===== src/rtl/branch_pht.sv =====
// branch_pht: pattern history table of 2-bit saturating counters for the
// two-level branch predictor, plus an in-order queue that remembers the
// table index and prediction of every branch between fetch and execute.
// Prediction is a pure table read; training, misprediction detection and
// wrong-path discard all happen when execute resolves the oldest branch.

module branch_pht #(
  parameter int PC_BITS   = 4,
  parameter int HIST_BITS = 2,
  parameter int QDEPTH    = 4
) (
  input  logic                 clk,
  input  logic                 reset,
  input  logic [31:0]          pcF,
  input  logic                 branchF,
  input  logic                 stallF,
  input  logic [HIST_BITS-1:0] history,
  output logic                 predictTaken,
  input  logic                 resolveE,
  input  logic                 isTakenE,
  output logic                 mispredictE,
  output logic                 queueFull,
  output logic                 queueEmpty,
  output logic                 overflowErr
);

  localparam int IDX     = PC_BITS + HIST_BITS;
  localparam int ENTRIES = 1 << IDX;
  // QDEPTH is a power of two of at least 2, so pointers wrap for free
  localparam int QW      = $clog2(QDEPTH);

  typedef logic [IDX-1:0] idx_t;
  typedef logic [QW-1:0]  ptr_t;
  // one extra bit so a full queue and an empty queue have different counts
  typedef logic [QW:0]    count_t;

  logic [1:0] pht [ENTRIES];
  idx_t       qIdx [QDEPTH];
  logic       qPred [QDEPTH];

  ptr_t   head;
  ptr_t   tail;
  count_t count;
  count_t countNext;
  logic   overflowReg;

  idx_t       idxF;
  idx_t       headIdx;
  logic       headPred;
  logic [1:0] headCnt;
  logic [1:0] trainedCnt;

  logic lookup;
  logic enqueue;
  logic dequeue;
  logic flush;
  logic dropped;

  // PC bits outside the index window never influence the predictor
  logic pcUnused;

  assign idxF     = {pcF[PC_BITS+1:2], history};
  assign pcUnused = ^{pcF[31:PC_BITS+2], pcF[1:0]};

  // lookup is a zero-latency read; a same-cycle update is not bypassed
  assign predictTaken = pht[idxF][1];

  assign queueEmpty  = (count == '0);
  assign queueFull   = (count == count_t'(QDEPTH));
  assign overflowErr = overflowReg;

  assign headIdx  = qIdx[head];
  assign headPred = qPred[head];
  assign headCnt  = pht[headIdx];

  assign lookup      = branchF & ~stallF;
  assign dequeue     = resolveE & ~queueEmpty;
  assign mispredictE = dequeue & (isTakenE != headPred);
  // everything younger than a mispredicted branch is wrong-path
  assign flush       = mispredictE;
  // a full queue still accepts a lookup when the head leaves this cycle
  assign enqueue     = lookup & ~flush & (~queueFull | dequeue);
  assign dropped     = lookup & queueFull & ~dequeue;

  // saturating step of the resolving branch's counter toward its outcome
  always_comb begin
    trainedCnt = headCnt;
    if (isTakenE) begin
      if (headCnt != 2'b11) begin
        trainedCnt = headCnt + 2'b01;
      end
    end else begin
      if (headCnt != 2'b00) begin
        trainedCnt = headCnt - 2'b01;
      end
    end
  end

  // occupancy after this cycle's push/pop, or zero when the queue is flushed
  always_comb begin
    countNext = count;
    if (flush) begin
      countNext = '0;
    end else if (enqueue && !dequeue) begin
      countNext = count + count_t'(1);
    end else if (dequeue && !enqueue) begin
      countNext = count - count_t'(1);
    end
  end

  // counter table: every entry starts weakly not-taken, trained on resolve
  always_ff @(posedge clk) begin
    if (reset) begin
      for (int i = 0; i < ENTRIES; i++) begin
        pht[i] <= 2'b01;
      end
    end else if (dequeue) begin
      pht[headIdx] <= trainedCnt;
    end
  end

  // queue payload; slots are only read while the count says they are live
  always_ff @(posedge clk) begin
    if (enqueue) begin
      qIdx[tail]  <= idxF;
      qPred[tail] <= predictTaken;
    end
  end

  // queue pointers, occupancy and the sticky dropped-lookup flag
  always_ff @(posedge clk) begin
    if (reset) begin
      head        <= '0;
      tail        <= '0;
      count       <= '0;
      overflowReg <= 1'b0;
    end else begin
      count <= countNext;
      if (flush) begin
        head <= head + ptr_t'(1);
        tail <= head + ptr_t'(1);
      end else begin
        if (dequeue) begin
          head <= head + ptr_t'(1);
        end
        if (enqueue) begin
          tail <= tail + ptr_t'(1);
        end
      end
      if (dropped) begin
        overflowReg <= 1'b1;
      end
    end
  end

endmodule

===== config.mk =====
export PLATFORM = sky130hd
export DESIGN_NAME = branch_pht
export DESIGN_NICKNAME = d
export VERILOG_FILES = /design/src/rtl/branch_pht.sv
export SDC_FILE = /design/constraint.sdc
export NUM_CORES = 1
export LEC_CHECK = 0
export BUFFER_PORTS_ARGS = -buffer_cell sky130_fd_sc_hd__buf_2
export CAP_MARGIN = 30
export CORE_ASPECT_RATIO = 0.5
export CORE_MARGIN = 8
export CORE_UTILIZATION = 60
export CTS_BUF_LIST = sky130_fd_sc_hd__clkbuf_4 sky130_fd_sc_hd__clkbuf_8
export DETAILED_ROUTE_END_ITERATION = 12
export GPL_TIMING_DRIVEN = 0
export PLACE_DENSITY = 0.86
export SYNTH_ARGS = -nofsm -noshare
export SYNTH_HDL_FRONTEND = slang
export SYNTH_SLANG_ARGS = --single-unit

===== constraint.sdc =====
create_clock -name clk -period 5.25 [get_ports clk]
set_clock_uncertainty 0.2 [all_clocks]
set_input_delay 0.2625 -clock clk [delete_from_list [all_inputs] [get_ports clk]]
set_output_delay 0.2625 -clock clk [all_outputs]
set_load 0.02 [all_outputs]

==> Word-level counts from Yosys, hierarchy flattened <==
Memories as Yosys holds them, arrays and structs flattened. A register that Yosys moved wholly into a read port is not among the register bits.
Cells that the tools add are included.
{ "word_totals": {"reg_bits": 8, "mem_bits_rw": 156, "input_bits": 40, "output_inout_bits": 5, "wordCells": 63, "mem_count": 3} }
{ "memory_table": {"columns": ["name", "depth", "width", "rd", "rd_clocked_by_memory_dff", "write_ports", "line", "text"], "rows": [
  ["pht", 64, 2, 2, 0, 64, "37", "logic [1:0] pht [ENTRIES];"],
  ["qIdx", 4, 6, 1, 1, 1, "38", "idx_t qIdx [QDEPTH];"],
  ["qPred", 4, 1, 1, 1, 1, "39", "logic qPred [QDEPTH];"]
]} }
{ "classes": {"n_addsub": 6, "n_eq_ne": 3, "muxes": 23, "bitwise_logic": 13, "reduce_logical": 11} }
{ "op_table": {"columns": ["cell", "n"], "rows": [
  ["2-bit two-way mux", 12],
  ["1-bit two-way mux", 8],
  ["2-bit nonzero test", 4],
  ["1-bit AND", 7],
  ["2-bit by 1-bit adder with 2-bit output, second input constant", 3],
  ["3-bit two-way mux", 2],
  ["6-bit two-way mux", 1],
  ["1-bit NOT", 5],
  ["2-bit OR reduction", 2],
  ["3-bit by 1-bit adder with 3-bit output, second input constant", 1],
  ["3-bit == test, second input constant", 1],
  ["3-bit logical NOT", 1],
  ["3-bit by 1-bit subtractor with 3-bit output, second input constant", 1],
  ["1-bit logical AND", 2],
  ["1-bit logical NOT", 2],
  ["2-bit inequality test, second input constant", 1],
  ["2-bit by 1-bit subtractor with 2-bit output, second input constant", 1],
  ["1-bit inequality test", 1],
  ["1-bit bitwise OR", 1]
]} }

==> Logic depth before layout (Yosys ltp) <==
{ "depth": {"depth_word": 11, "mapped_depth": 15} }

==> Least setup slack after synthesis <==
OpenSTA, ideal clock, no wires.
{ "synth_path": {"kind": "reg-to-reg", "start": "register with a tool-made name", "end": "memory pht[12][1] (data pin)", "setup_time_ps": 169, "t_arrival_ps": 3267, "slack_ps": 1615, "path_stages_with_launch": 13, "period_less_slack_ps": 3635, "path_cell_list": "dfxtp_1 > buf_6 > mux4_2 > buf_6 > nand2_8 > o221ai_1 > and3_1 > or4_1 > or4_1 > maj3_2 > buf_6 > buf_6 > nor4_4"} }
{ "synth_lines": {"columns": ["item", "line"], "rows": [
  ["end, declared", "37"]
]} }

==> results.json <==
{
  "status": "finished, violations left",
  "violations": "negative setup slack",
  "cts_tree": "built",
  "power_density_nw_per_um2": 461.8,
  "die-area_sq_um": 19380,
  "drive_gt1_frac": 0.2447,
  "yosys.area_share.adder": 0.01156,
  "cp_cell_sequence": "buf_6 > mux4_2 > buf_4 > buf_2 > buf_2 > buf_1 > or3_1 > clkbuf_1 > nor2_1 > clkbuf_1 > a21o_1",
  "grt_start_max_net_pins": 17,
  "fin_ws_ns": -0.04674,
  "grt-ovfl-total": 0,
  "start_kind": "register",
  "p_sw_mw": 1.937,
  "ys_seq_area_frac": 0.5438,
  "nets": 830,
  "synth.avg_cell_area_sq_um": 12.15,
  "floorplan.die.height_microns": 102.5,
  "drt_first_pass_iters": 11,
  "synth_xor_area_frac": 0.006825,
  "cts-buffers-inserted": 17,
  "place_congestion": 0.9767,
  "pre_cts_ws_ns": 0.2910,
  "p_comb_frac": 0.424,
  "dpl-instance-area_sq_um": 9318,
  "cts_sinks": 166,
  "holdWs_ns": 0.09062,
  "clkLatencyLatePin_ns": 0.49,
  "synthDistinctLibCells": 62,
  "syn_area_sq_um": 8982,
  "post-route-period-util": 1.009,
  "hp-class": "in -> reg",
  "io_buffers": 16,
  "drt-initial-drc-count": 1313,
  "viasPerCell": 7.047,
  "rsz0062_at_grt": "no",
  "synthFlopType": "edfxtp_1",
  "dpl.cell_count": 954,
  "synth_top_family_by_area": "simple AND/OR/NAND/NOR gates",
  "synthArstFlopShare": 0,
  "area_growth_pct": 9.862,
  "swShare": 0.4251,
  "synthMuxAreaShare": 0.1288,
  "worst_slew_pin_slew_ns": 1.138,
  "p_int_mw": 2.620,
  "tns_ns": -0.1617,
  "yosysWarnings": 0,
  "wl_per_cell_microns": 27.04,
  "yosysMostFrequentCell": "edfxtp_1",
  "ant_nets": 0,
  "final-setup-viol-count": 4,
  "synth_edf_count": 156,
  "synthCells": 739,
  "cp_max_fo": 10,
  "core_region_area_sq_um": 14550,
  "fillers": 982,
  "cts.root.buffer_cell": "clkbuf_8",
  "clkPwrFrac": 0.236,
  "critPathCaptureType": "register",
  "cp_num_buf_inv": 7,
  "die_w_microns": 189.0,
  "worst_path_max_delay_cell": "nor2_1",
  "dp_hpwl_mm": 18.59,
  "drcViolationCount": 0,
  "seqPwrFrac": 0.340,
  "antenna_found_initial": 0,
  "synth-seq-cells": 166,
  "syn_nets": 785,
  "design_area_sq_um": 9868,
  "ir_worst_vdd_mv": 0.2921,
  "max-slew-margin-rel": 0.2385,
  "dr_total_vias": 7019,
  "io_pins": 45,
  "fp-row-count": 31,
  "clk_pin_slew_worst_paths_ns": 0.09,
  "grt_pass1_wl_mm": 40.26,
  "leakagePower_nw": 3.107,
  "final_cells": 996,
  "worstSetupPathType": "reg -> reg",
  "crit_family": "buffers and inverters",
  "fmax_ghz": 0.1888,
  "worstPathArrival_ns": 5.29,
  "postCtsResizedCells": 0,
  "initial_core_util": 0.6175,
  "synthTopCellsByArea": "edfxtp_1, mux4_2, nor3_2",
  "h-tree-depth": 4,
  "slew_viol_final": 0,
  "yosys.area.top_type": "edfxtp_1",
  "yosys.area_share.simple": 0.2032,
  "synth_compound_area_frac": 0.06115,
  "crit_required_ns": 5.24,
  "wl_mm": 26.93,
  "finalCriticalPeriod_ns": 5.297,
  "grt_use_total": 0.2829,
  "grt_pass1_vias": 6802,
  "synthTopCellsByCount": "edfxtp_1, nor2_1, nand2_1",
  "cts_max_path_buffers": 2,
  "yosys.area.top_type_share": 0.5215,
  "maxCapViolCount": 0,
  "finalHoldViolCount": 0,
  "max_stage_delay_ns": 0.95
}
==> metrics by stage <==
stage                     utilization  power (mW)
final                          0.6785       4.557
after floorplan                     -       2.821
after global routing           0.6783       4.649
after detailed placement       0.6406       3.393
after CTS                      0.6772       4.441
after global placement         0.6401       3.354
==> tightest hold or removal path, stage by stage <==
cell      delay, ns
buf_2          0.09
nor3b_1        0.07
xnor2_1        0.13
nor2_1         0.11
a211oi_1       0.06
==> area by class of cell <==
| type | instances | area [sq um] | share of cell area |
|---|---|---|---|
| Clock buffer | 18 | 241.5 | 0.02447 |
| Inverter | 8 | 30.03 | 0.003043 |
| Tap cell | 198 | 247.7 | 0.02510 |
| Sequential cell | 166 | 4885 | 0.4950 |
| Timing Repair Buffer | 26 | 182.7 | 0.01851 |
| Antenna cell | 1 | 2.502 | 0.0002536 |
| Buffer | 73 | 370.4 | 0.03753 |
| Multi-Input combinational cell | 492 | 3697 | 0.3747 |
| Clock inverter | 14 | 211.5 | 0.02143 |
==> power groups by stage <==
stage	Clock [mW]	Sequential (mW)	Combinational, mW
final	1.07	1.55	1.93
after global routing	1.11	1.56	1.98
after CTS	1.06	1.55	1.83
after detailed placement	0	1.58	1.81
after global placement	0	1.57	1.78
after floorplan	0	1.56	1.26
==> sequential cells by signal, summed over array words and instances, names as in the netlist, named ones only <==
signal       flops
count            3
head             2
overflowErr      1
pht            128
qIdx            24
qPred            4
tail             2
==> routing by layer <==
layer	GRT usage	vias to the layer above	wire length, microns
li1	-	2827	-
met1	0.3513	3365	9505
met2	0.4385	677	11480
met3	0.1192	150	4671
met4	0.1128	0	1273
met5	0	-	0
==> cell usage in the layout (no fill, tap or decap), types with 3 or more instances in the layout <==
master           n
nand3b_1         3
buf_1            8
nand2b_1        34
bufinv_16        4
a22oi_1          4
or3_1            5
nor3b_1          3
inv_6            5
a21o_1           9
a21oi_1         10
and3_1           3
nor3_2          31
edfxtp_1       156
clkbuf_8        17
o221ai_1        10
clkbuf_1        35
nor4_1           6
xnor2_1          5
dfxtp_1         10
and2_1           7
buf_4            7
mux2i_1         29
o32ai_1          3
or2_2           33
nor3_1           6
mux2_2          15
nand3_1         39
o22ai_1          8
nand2_1         63
nor2b_1          7
buf_6            7
mux4_2          31
a31oi_1          4
ha_1             5
inv_1            8
dlygate4sd3_1    8
buf_2           33
nor2_1          76
o21ai_0          4
a211oi_1         7
==> logic make-up after synthesis <==
kind of cell | count (synthesis)
AOI/OAI and AO/OA | 75
xor gates and xnor gates | 7
adders and majority gates | 8
buffers and inverters | 81
DFF | 166
muxes | 75
and+or+nand+nor | 327
==> final timing paths <==
check | to | slack [ns] | cells after the start | from
worst max-delay path | pht[1][1] | -0.05 | 11 | register
worst min-delay path | tail[0] | 0.09 | 5 | stallF
worst max register to register | pht[1][1] | -0.05 | 11 | register
worst min register to register | tail[0] | 0.30 | 1 | head[0]
==> repair_timing <==
item	4_1_cts	5_1_grt
hold buffers	8	0
endpoints found under the hold margin	25	0
setup buffers	0	0
setup endpoints to repair	0	0
(Power assumes the default switching activity.)
